### src/rtl/tage_pkg.sv
// Shared TAGE predictor definitions: default history geometry and the
// history warm-up state encoding.
package tage_pkg;

    localparam int unsigned GHR_LEN_DEFAULT = 64;
    localparam int unsigned FOLD_W_DEFAULT  = 10;

    typedef enum logic {
        WARM = 1'b0,
        FULL = 1'b1
    } hist_state_e;

    // Bits needed to count 0..len inclusive
    function automatic int unsigned cnt_width(input int unsigned len);
        return $clog2(len + 1);
    endfunction

endpackage

### src/rtl/folded_history_fold_step.sv
// Incremental folded-history update: rotate left by one, inject the newest
// outcome at bit 0 and cancel the bit shifted out of the full history.
module fold_step
    import tage_pkg::*;
#(
    parameter int unsigned GHR_LEN = GHR_LEN_DEFAULT,
    parameter int unsigned FOLD_W  = FOLD_W_DEFAULT
) (
    input  logic [FOLD_W-1:0] fold_cur,
    input  logic              in_bit,
    input  logic              out_bit,
    output logic [FOLD_W-1:0] fold_next_c
);

    // The outgoing history bit lands here after the rotate
    localparam int unsigned OUT_POS = GHR_LEN % FOLD_W;

    always_comb begin
        fold_next_c          = {fold_cur[FOLD_W-2:0], fold_cur[FOLD_W-1]};
        fold_next_c[0]       = fold_next_c[0] ^ in_bit;
        fold_next_c[OUT_POS] = fold_next_c[OUT_POS] ^ out_bit;
    end

endmodule

### src/rtl/folded_history.sv
// Global branch history with incrementally folded copy, checkpoint restore,
// warm-up tracking and index hash. Optional fold self-check: FOLD_CHECK_EN.
module folded_history
    import tage_pkg::*;
#(
    parameter int unsigned GHR_LEN = GHR_LEN_DEFAULT,
    parameter int unsigned FOLD_W  = FOLD_W_DEFAULT
) (
    input  logic               clk_i,
    input  logic               rst_ni,
    input  logic               upd_valid_i,
    input  logic               upd_taken_i,
    input  logic               restore_i,
    input  logic [GHR_LEN-1:0] restore_ghr_i,
    input  logic [FOLD_W-1:0]  restore_fold_i,
    input  logic [31:0]        pc_i,
    output logic [GHR_LEN-1:0] ghr_o,
    output logic [FOLD_W-1:0]  fold_o,
    output logic [FOLD_W-1:0]  idx_o,
    output logic               hist_valid_o,
    output logic               fold_err_o
);

    localparam int unsigned CNT_W = cnt_width(GHR_LEN);

    logic [GHR_LEN-1:0] ghr_q, ghr_d;
    logic [FOLD_W-1:0]  fold_q, fold_d, fold_step_c;
    logic [CNT_W-1:0]   cnt_q, cnt_d;
    hist_state_e        state_q, state_d;

    fold_step #(
        .GHR_LEN (GHR_LEN),
        .FOLD_W  (FOLD_W)
    ) u_fold_step (
        .fold_cur    (fold_q),
        .in_bit      (upd_taken_i),
        .out_bit     (ghr_q[GHR_LEN-1]),
        .fold_next_c (fold_step_c)
    );

    always_ff @(posedge clk_i or negedge rst_ni) begin
        if (!rst_ni) begin
            ghr_q   <= '0;
            fold_q  <= '0;
            cnt_q   <= '0;
            state_q <= WARM;
        end else begin
            ghr_q   <= ghr_d;
            fold_q  <= fold_d;
            cnt_q   <= cnt_d;
            state_q <= state_d;
        end
    end

    // Restore wins over update and leaves warm-up tracking untouched
    always_comb begin
        ghr_d   = ghr_q;
        fold_d  = fold_q;
        cnt_d   = cnt_q;
        state_d = state_q;
        if (restore_i) begin
            ghr_d  = restore_ghr_i;
            fold_d = restore_fold_i;
        end else if (upd_valid_i) begin
            ghr_d  = {ghr_q[GHR_LEN-2:0], upd_taken_i};
            fold_d = fold_step_c;
            if (cnt_q != CNT_W'(GHR_LEN)) begin
                cnt_d = cnt_q + CNT_W'(1);
            end
        end
        // Look at the next count so FULL shows the cycle after the filling update
        if (state_q == WARM && cnt_d == CNT_W'(GHR_LEN)) begin
            state_d = FULL;
        end
    end

    assign ghr_o        = ghr_q;
    assign fold_o       = fold_q;
    assign hist_valid_o = (state_q == FULL);
    assign idx_o        = pc_i[FOLD_W+1:2] ^ fold_q;

    logic unused_pc_bits;
    assign unused_pc_bits = ^{pc_i[31:FOLD_W+2], pc_i[1:0]};

`ifdef FOLD_CHECK_EN
    logic [FOLD_W-1:0] fold_ref_c;
    logic              err_q;

    // Direct fold of the full history, independent of the incremental path
    always_comb begin
        fold_ref_c = '0;
        for (int unsigned i = 0; i < GHR_LEN; i++) begin
            fold_ref_c[i % FOLD_W] = fold_ref_c[i % FOLD_W] ^ ghr_q[i];
        end
    end

    always_ff @(posedge clk_i or negedge rst_ni) begin
        if (!rst_ni) begin
            err_q <= 1'b0;
        end else if (fold_ref_c != fold_q) begin
            err_q <= 1'b1;
        end
    end

    assign fold_err_o = err_q;
`else
    assign fold_err_o = 1'b0;
`endif

endmodule

### config.mk
export PLATFORM = sky130hd
export DESIGN_NAME = folded_history
export DESIGN_NICKNAME = d
export VERILOG_FILES = /design/src/rtl/tage_pkg.sv /design/src/rtl/folded_history_fold_step.sv /design/src/rtl/folded_history.sv
export SDC_FILE = /design/constraint.sdc
export NUM_CORES = 1
export LEC_CHECK = 0
export ABC_AREA = 1
export CAP_MARGIN = 30
export CELL_PAD_IN_SITES_DETAIL_PLACEMENT = 0
export CELL_PAD_IN_SITES_GLOBAL_PLACEMENT = 1
export CORE_MARGIN = 5
export CORE_UTILIZATION = 28
export CTS_CLUSTER_SIZE = 24
export DETAILED_ROUTE_END_ITERATION = 12
export GPL_TIMING_DRIVEN = 1
export PLACE_DENSITY_LB_ADDON = 0.3
export SLEW_MARGIN = 20
export SYNTH_ARGS = -nofsm -noshare
export SYNTH_HDL_FRONTEND = slang
export SYNTH_SLANG_ARGS = --single-unit
### constraint.sdc
create_clock -name clk_i -period 1.6 [get_ports clk_i]
set_input_delay 0.24 -clock clk_i [delete_from_list [all_inputs] [get_ports clk_i]]
set_output_delay 0.24 -clock clk_i [all_outputs]
set_load 0.1 [all_outputs]
==> flow_metrics.tcl <==
set metrics [dict create \
    status "finished, final reports clean" \
    critPathArrivalTime_ns 1.75 \
    cts_buffer_depth 2 \
    p_leak_nw 3.22 \
    initialDrtViolationCount 139 \
    initial_core_util_pct 28.8 \
    final_common_cell "nand2_1" \
    area_growth_pct 87.9 \
    numCtsBuffers 9 \
    final_max_slew_viol_count 0 \
    cts_htree_levels 3 \
    drc 0 \
    synth_nets 558 \
    via_count 3651 \
    fin_tns_setup_ns 0 \
    synth_top_cell_by_area "dfrtp_1" \
    setup_viol 0 \
    startpoint "cnt_q[0]$_DFF_PN0_" \
    dieArea_mm2 0.0161 \
    wl_per_cell_um 15.8 \
    cp_max_fo 4 \
    die_y_um 127 \
    clk_latency_ns 0.33 \
    grt_first_pass_wirelength_um 20800 \
    synthCells 445 \
    firstDrtPassIters 4 \
    ys_ff_latch 82 \
    antenna_found_initial 0 \
    grt_overflow 0 \
    fill_cells 1220 \
    ys.warnings.count 0 \
    rrSetupSlack_ns 0.12 \
    core-area_mm2 0.0133 \
    final.period_utilization_pct 92.2 \
    viasPerCell 4.54 \
    cpMostUsedCell "nand2_1" \
    r2r-start "cnt_q[0]$_DFF_PN0_" \
    finalInstanceArea_mm2 0.00718 \
    seq_area_frac_synth_pct 53.7 \
    ys_types 19 \
    fin_crit_ns 1.48 \
    holdWs_ns 0.270 \
    vdd_ir_drop_max_mv 0.593 \
    cap_violations 0 \
    rows 42 \
    drt_wl_total_um 12700 \
    cpLargestDelayFamily "simple AND/OR/NAND/NOR gates" \
    synth_top_cell_area_share_pct 53.7 \
    hp-class "input pin to async pin" \
    critPathKind "flop to flop" \
    port_buffers 173 \
    dpl.cell_count 789 \
    fin_nets 740 \
    gp_congestion 0.801 \
    fin_cells 805 \
    cp-end-kind "flop" \
    die_x_um 127 \
    cp-endpoint "hist_valid_o$_DFFE_PN0P_" \
    required_ns 1.87 \
    p_per_area_mw_per_mm2 1180 \
    grt_max_degree 46 \
    syn_avg_cell_area_um2 8.59 \
    critPathSlowestCell "dfrtp_1" \
    antennaDiodeCount 0 \
    dpl_cell_area_mm2 0.00688 \
    skew_ns 0.00366 \
    cp_slowest_stage_delay_ns 0.42 \
    io_pins 197 \
    cts_sinks 82 \
    max_clock_freq_mhz 678 \
    most-common-layout-cells "164 x nand2_1, 87 x buf_12, 86 x clkdlybuf4s50_1, 72 x dfrtp_1, 52 x inv_1" \
    first_global_vias 3890 \
    hpwl_um 9770 \
    reg2reg_to "hist_valid_o$_DFFE_PN0P_" \
    cts_tree "built" \
    grt_usage_pct 16.3 \
    drive_gt1_share_pct 24.3 \
    startpoint_type "flop" \
    reg2reg_depth 12 \
    worstPathCellList "inv_2 -> ha_4 -> nand2_1 -> inv_2 -> nand3_4 -> nand2_2 -> nand2_1 -> nand2_1 -> nand2_1 -> nor2_1 -> nand2_1 -> nand2_1" \
    synth_area_mm2 0.00382 \
    ant_nets 0 \
    cts-root-buf "clkbuf_16" \
    power_w 0.00851 \
    netlist_top_cells_area "dfrtp_1 54%, nand2_1 16%, o211ai_1 5.9%" \
    cp.buffers_inverters 2 \
    rsz0062_at_grt "false" \
    hold_viol 0 \
    critical_path_cell_count 12 \
    path_clk_slew_ns 0.06 \
]
-- power breakdown --
| group | total, W | internal (W) | switching (W) |
|---|---|---|---|
| registers | 0.00273 | 0.00235 | 0.000380 |
| clock network | 0.00183 | 0.00107 | 0.000764 |
| logic | 0.00395 | 0.00147 | 0.00248 |
-- worst min path at each step --
stage | endpoint | depth (start not counted) | startpoint | slack, ns
3_3_place_gp | ghr_o[1]$_DFFE_PN0P_ | 1 | rst_ni | 0.08
2_1_floorplan | cnt_q[0]$_DFF_PN0_ | 0 | rst_ni | -0.06
6_report | ghr_o[16]$_DFFE_PN0P_ | 2 | rst_ni | 0.27
5_1_grt | ghr_o[1]$_DFFE_PN0P_ | 2 | rst_ni | 0.28
4_1_cts | ghr_o[16]$_DFFE_PN0P_ | 2 | rst_ni | 0.26
3_5_place_dp | ghr_o[1]$_DFFE_PN0P_ | 1 | rst_ni | 0.08
-- registers in the layout (all words and copies together), names as in the netlist --
signal / count
ghr_o: 64
fold_o: 10
cnt_q: 7
hist_valid_o: 1
-- synth_stat cells (all sizes together) --
cell / count
xor2: 11
nand4: 2
conb: 1
ha: 2
xnor2: 2
nand3: 30
nor2: 10
o221ai: 25
o21bai: 1
nand2: 166
clkbuf: 8
inv: 58
o211ai: 30
buf: 17
dfrtp: 82
-- worst register-to-register path, delay by kind of cell (launching register included) --
| family | cells | cell delay, ns |
|---|---|---|
| adder cells (fa/ha/maj) | 1 | 0.13 |
| AND/OR/NAND/NOR | 9 | 0.67 |
| buffers and inverters | 2 | 0.19 |
| flip-flops | 1 | 0.42 |
-- logic make-up (layout without fill, tap and decap cells) --
logic type,Yosys count,in the layout,share of synthesized area (%)
AND/OR/NAND/NOR,208,208,21.9
adder cells (fa/ha/maj),2,2,0.655
other,1,1,0.0981
flip-flops,82,82,53.7
AO/OA/AOI/OAI,56,56,11.8
buffers and inverters,83,267,8.90
XOR/XNOR,13,13,2.98
-- area by class of cell --
cell class / count / area (um2) / share of cell area [%]
Clock buffer: 12 / 246 / 3.43
Clock inverter: 1 / 5.00 / 0.0697
Inverter: 58 / 218 / 3.03
Multi-Input combinational cell: 280 / 1650 / 23.0
Sequential cell: 82 / 2060 / 28.7
Tap cell: 176 / 220 / 3.07
Timing Repair Buffer: 196 / 2780 / 38.6
-- routing by layer --
metal	GRT usage (%)	part of all wire, %
met1	20.1	41
met2	26.7	50
met3	5.80	7.7
met4	5.17	1.4
met5	0	0
-- through the flow --
step	setup slack, ns	utilization [%]
floorplan	-0.00471	-
global placement	-0.107	51.7
detailed placement	-0.113	51.7
CTS	0.0615	53.7
global route	0.000495	54.0
finish	0.125	54.0
-- repair_timing --
action / 4_1_cts / 5_1_grt
endpoints found under the hold margin: 52 / 0
endpoints found under the setup margin: 0 / 1
hold buffers: 1 / 0
gates resized for setup: 0 / 8
buffers inserted: 0 / 2
Power figures use the tool's default switching activity.
